--- src/rtl/mul_pkg.sv ---
// Shared types and constants for the radix-2 shift-add multiplier.
// Used by mul_radix2 and mul_sign_fix.
package mul_pkg;

  localparam int MUL_WIDTH = 32;
  localparam int MUL_CNT_W = 6;

  typedef enum logic [1:0] {
    IDLE = 2'd0,
    BUSY = 2'd1,
    DONE = 2'd2
  } mul_state_e;

  // Magnitude of an operand; the most negative value maps onto its unsigned twin.
  function automatic logic [MUL_WIDTH-1:0] mul_abs(input logic [MUL_WIDTH-1:0] x,
                                                    input logic             sgn);
    return (sgn && x[MUL_WIDTH-1]) ? (~x + MUL_WIDTH'(1)) : x;
  endfunction

endpackage

--- src/rtl/mul_sign_fix.sv ---
// Conditional two's-complement negation: y = neg ? -x : x.
// Used for operand magnitudes and the final product sign correction.
module mul_sign_fix
  import mul_pkg::*;
#(
  parameter int W = MUL_WIDTH
) (
  input  logic [W-1:0] x,
  input  logic         neg,
  output logic [W-1:0] y
);

  assign y = neg ? (~x + W'(1)) : x;

endmodule

--- src/rtl/mul_radix2.sv ---
// Sequential radix-2 shift-add multiplier for MULT/MULTU with a pipeline stall.
// Define MUL_EARLY_TERM_EN to finish as soon as the remaining multiplier bits are zero.
module mul_radix2
  import mul_pkg::*;
#(
  parameter int WIDTH = MUL_WIDTH,
  parameter int CNT_W = MUL_CNT_W
) (
  input  logic               clk,
  input  logic               rst,
  input  logic [WIDTH-1:0]   a,
  input  logic [WIDTH-1:0]   b,
  input  logic               valid,
  input  logic               sign,
  input  logic               cancel,
  output logic               mul_stall,
  output logic [2*WIDTH-1:0] result
);

  mul_state_e           state_q;
  logic [CNT_W-1:0]     cnt_q;
  logic [2*WIDTH-1:0]   mcand_q;
  logic [WIDTH-1:0]     mplier_q;
  logic [2*WIDTH-1:0]   acc_q;
  logic                 neg_q;
  logic [2*WIDTH-1:0]   result_q;

  logic [WIDTH-1:0]     a_abs;
  logic [WIDTH-1:0]     b_abs;
  logic [2*WIDTH-1:0]   acc_d;
  logic [2*WIDTH-1:0]   prod_fixed;
  logic                 last_iter;

  mul_sign_fix #(.W(WIDTH)) u_abs_a (
    .x   (a),
    .neg (sign & a[WIDTH-1]),
    .y   (a_abs)
  );

  mul_sign_fix #(.W(WIDTH)) u_abs_b (
    .x   (b),
    .neg (sign & b[WIDTH-1]),
    .y   (b_abs)
  );

  // Accumulator value after this cycle's partial product; carry out is dropped.
  assign acc_d = acc_q + (mplier_q[0] ? mcand_q : '0);

  mul_sign_fix #(.W(2*WIDTH)) u_fix_prod (
    .x   (acc_d),
    .neg (neg_q),
    .y   (prod_fixed)
  );

`ifdef MUL_EARLY_TERM_EN
  // Remaining multiplier bits all zero: no further partial products can be added.
  assign last_iter = (cnt_q == CNT_W'(WIDTH-1)) || (mplier_q[WIDTH-1:1] == '0);
`else
  assign last_iter = (cnt_q == CNT_W'(WIDTH-1));
`endif

  assign mul_stall = ~cancel & (((state_q == IDLE) & valid) | (state_q == BUSY));
  assign result    = result_q;

  always_ff @(posedge clk) begin
    if (rst) begin
      state_q  <= IDLE;
      cnt_q    <= '0;
      mcand_q  <= '0;
      mplier_q <= '0;
      acc_q    <= '0;
      neg_q    <= 1'b0;
      result_q <= '0;
    end else if (cancel) begin
      state_q <= IDLE;
    end else begin
      case (state_q)
        IDLE: begin
          if (valid) begin
            mcand_q  <= {{WIDTH{1'b0}}, a_abs};
            mplier_q <= b_abs;
            acc_q    <= '0;
            neg_q    <= sign & (a[WIDTH-1] ^ b[WIDTH-1]);
            cnt_q    <= '0;
            state_q  <= BUSY;
          end
        end
        BUSY: begin
          acc_q    <= acc_d;
          mcand_q  <= {mcand_q[2*WIDTH-2:0], 1'b0};
          mplier_q <= {1'b0, mplier_q[WIDTH-1:1]};
          cnt_q    <= cnt_q + CNT_W'(1);
          if (last_iter) begin
            result_q <= prod_fixed;
            state_q  <= DONE;
          end
        end
        DONE: begin
          state_q <= IDLE;
        end
        default: begin
          state_q <= IDLE;
        end
      endcase
    end
  end

endmodule

--- config.mk ---
export PLATFORM = sky130hd
export DESIGN_NAME = mul_radix2
export DESIGN_NICKNAME = d
export VERILOG_FILES = /design/src/rtl/mul_pkg.sv /design/src/rtl/mul_sign_fix.sv /design/src/rtl/mul_radix2.sv
export SDC_FILE = /design/constraint.sdc
export NUM_CORES = 1
export LEC_CHECK = 0
export ABC_AREA = 1
export ABC_CLOCK_PERIOD_IN_PS = 3300
export CAP_MARGIN = 10
export CORE_MARGIN = 4
export CORE_UTILIZATION = 30
export DETAILED_ROUTE_END_ITERATION = 8
export GPL_TIMING_DRIVEN = 0
export PLACE_DENSITY = 0.52
export SKIP_LAST_GASP = 1
export SLEW_MARGIN = 5
export SYNTH_ARGS = -nofsm -noshare
export SYNTH_HDL_FRONTEND = slang
export SYNTH_SLANG_ARGS = --single-unit
--- constraint.sdc ---
create_clock -name clk -period 3.3 [get_ports clk]
set_input_delay 0.33 -clock clk [delete_from_list [all_inputs] [get_ports clk]]
set_output_delay 0.33 -clock clk [all_outputs]
set_load 0.005 [all_outputs]
==> metrics.csv <==
metric;value;unit
status;complete, but fails checks;
failing checks;setup timing;
CP Data Required Time;3760;ps
crit-path max cell delay;360;ps
Die Footprint;0.0673;sq mm
all-layer global routing usage;22.8;%
yosys warns;0;
dpl hpwl;64000;um
final setup fails;44;
fin crit share;109;%
drt wl/cell;17.7;um
fraction of layout cells with a size suffix above 1;16.4;%
mapped cell area;0.0190;sq mm
sequential share of the synthesized area;24.6;%
CORE AREA;0.0622;sq mm
GR Overflow Total;0;
Fillers;6927;
most frequent cell after synthesis;nand2_1;
FP Rows;91;
max cap viols;0;
highest clock rate;279;MHz
die width;260;um
Distinct cells, synth;52;
post-synthesis net count;3547;
FF-to-FF Start;mplier_q[0];
Pwr Density;282;mW/mm^2
latest clock arrival within the worst-skew pair;560;ps
clk sinks;233;
WS Path Type;reg2reg;
Setup WS post-layout;-284;ps
total CTS buffers;27;
Startpoint Class;flop;
slew margin rel.;36.8;%
final wirelength;79100;um
hold-fix buffers at CTS;0;
# DRC;0;
final instance area;0.0248;sq mm
H-tree Lvls;1;
Syn Inst Count;3410;
Yosys top cell area share;25.6;%
post-route ant nets;0;
worst slew pin tran;948;ps
RR Endpoint;result[61];
largest net degree at the start of global routing;20;
Die H;260;um
final hold vios;0;
worst IR drop on VDD;0.333;mV
initial antenna violation count;0;
vias in the first global route;20431;
Ports;134;
clk_skew;14.2;ps
Pleak;12.2;nW
Max Slew Vio Count;0;
worst r2r path cells;28;
most numerous cell on the critical path;nand2_4;
Hold Path End;mplier_q[0];
hold path depth;3;
clock tree root driver cell;clkbuf_16;
Area growth, synth to finish;30.5;%
ys flop type;dfxtp_1;
I/O Buffers;132;
Post-synth top cells;nand2_1, inv_1, nor2_1;
vias;21646;
Slowest cell on crit path;fa_2;
Hold Path Class;in2reg;
DRT iter0 DRCs;1512;
Synth Area per Inst;5.56;sq um
Final #Nets;3754;
Yosys top cell by area;nand2_1;
Worst setup EP type;flop;
crit path max fanout;8;
final core area utilization;39.8;%
TNS Setup;-7710;ps
GP Congestion;0.953;
TritonCTS clock tree;yes;
synth top area cells;nand2_1, dfxtp_1, inv_1, nand3_1, a21oi_1;
RSZ-0062 raised after global routing;true;
post-synthesis async set-or-reset flop share;0;%
clk slew on worst S/H paths;70;ps
vias per cell;4.84;
#FFs+latches synth;233;
maximum buffer depth of the clock tree;3;
First-pass DRT Iterations;6;
Crit path arrival time;4040;ps
initial core utilization;30.5;%
DP Area;0.0213;sq mm
R2R Setup Slk;-280;ps
number of synthesized flops with an enable pin;0;
Final Critical Period;3580;ps
first-pass GRT wire length;120000;um
hold wc startpoint;b[0];
repair_timing:
action                                  in CTS  in global routing
buffers inserted                            35                 12
gates resized for setup                    427                138
pin swaps                                   94                 35
endpoints found under the setup margin     224                 55
layout make-up:
class                   instances  area, sq um  area share [%]
clock inverters                11          101           0.409
flip-flops and latches        233         4670            18.8
clock buffers                  36          759            3.07
diodes                          1         2.50          0.0101
multi-input cells            2502        13900            56.0
well taps                     837         1050            4.23
repair buffers                179         1710            6.91
inverters                     572         2150            8.68
plain buffers                 102          454            1.83
cell usage in the layout (no fill, tap or decap), types with 25 or more instances in the layout:
| master | Yosys | final |
|---|---|---|
| nand2_1 | 1295 | 1154 |
| inv_1 | 547 | 526 |
| dfxtp_1 | 233 | 232 |
| a21oi_1 | 223 | 210 |
| nand3_1 | 229 | 198 |
| nor2_1 | 251 | 150 |
| clkdlybuf4s50_1 | 0 | 132 |
| o21ai_0 | 139 | 130 |
| nand2_2 | 33 | 129 |
| clkbuf_1 | 83 | 81 |
| nor2_2 | 18 | 67 |
| nor2_4 | 3 | 55 |
| nand2_4 | 2 | 46 |
| inv_2 | 21 | 42 |
| ha_4 | 0 | 42 |
| buf_4 | 0 | 40 |
| xor2_1 | 42 | 31 |
| nand3_2 | 7 | 31 |
| clkbuf_16 | 0 | 29 |
| nand4_1 | 28 | 28 |
| a31oi_1 | 27 | 27 |
| nor3_1 | 33 | 25 |
worst max-delay path by stage:
| stage | start | to | slack [ps] | cells past startpoint |
|---|---|---|---|---|
| finish | mplier_q[0] | result[61] | -280 | 28 |
| detailed placement | mplier_q[0] | result[60] | -1400 | 27 |
| global placement | mplier_q[0] | result[60] | -1390 | 27 |
| floorplan | mplier_q[0] | result[61] | 70 | 25 |
| global route | mplier_q[0] | result[61] | -470 | 29 |
| CTS | mplier_q[0] | result[39] | -260 | 23 |
where the power goes:
part | switching (mW) | internal, mW
Clock | 1.31 | 1.70
Sequential | 0.0473 | 2.87
Combinational | 0.679 | 0.375
Total | 2.04 | 4.94
critical path: cells and delay by family (launching register included):
family,cells,cell delay [ps]
flip-flops,1,350
AO/OA/AOI/OAI,1,200
adder cells (fa/ha/maj),2,490
AND/OR/NAND/NOR,18,1760
buffers and inverters,7,660
metal layers:
layer / up-vias / track usage [%] / wire length (um)
li1: 11020 / - / -
met4: 0 / 7.69 / 2820
met3: 132 / 3.50 / 5020
met5: - / 0 / 0
met2: 615 / 37.4 / 35800
met1: 9879 / 30.5 / 35500
logic make-up (layout without fill, tap and decap cells):
logic type                 count (synthesis)  count (layout)  synth area share (%)
adders and majority gates                 68              68                  4.52
xor gates and xnor gates                  54              54                  2.49
and+or+nand+nor                         1944            1944                  42.7
buffers and inverters                    675             900                  13.4
AOI/OAI and AO/OA                        436             436                  12.3
DFF                                      233             233                  24.6
other                                      0               1                     0
through the flow:
| step | std cells | power, mW | worst slack [ps] | hold WS (ps) |
|---|---|---|---|---|
| 6_report | 4473 | 6.98 | -284 | 456 |
| 3_3_place_gp | 4379 | 3.86 | -1390 | 455 |
| 3_5_place_dp | 4379 | 3.86 | -1400 | 459 |
| 2_1_floorplan | 3410 | 3.49 | 72.0 | 441 |
| 5_1_grt | 4472 | 7.25 | -472 | 468 |
| 4_1_cts | 4460 | 7.00 | -258 | 430 |
state kept, by name, indices dropped and copies added (netlist names):
name / count
result: 64
mcand_q: 64
state_q: 2
cnt_q: 6
acc_q: 64
mplier_q: 32
neg_q: 1
(Power assumes the default switching activity.)
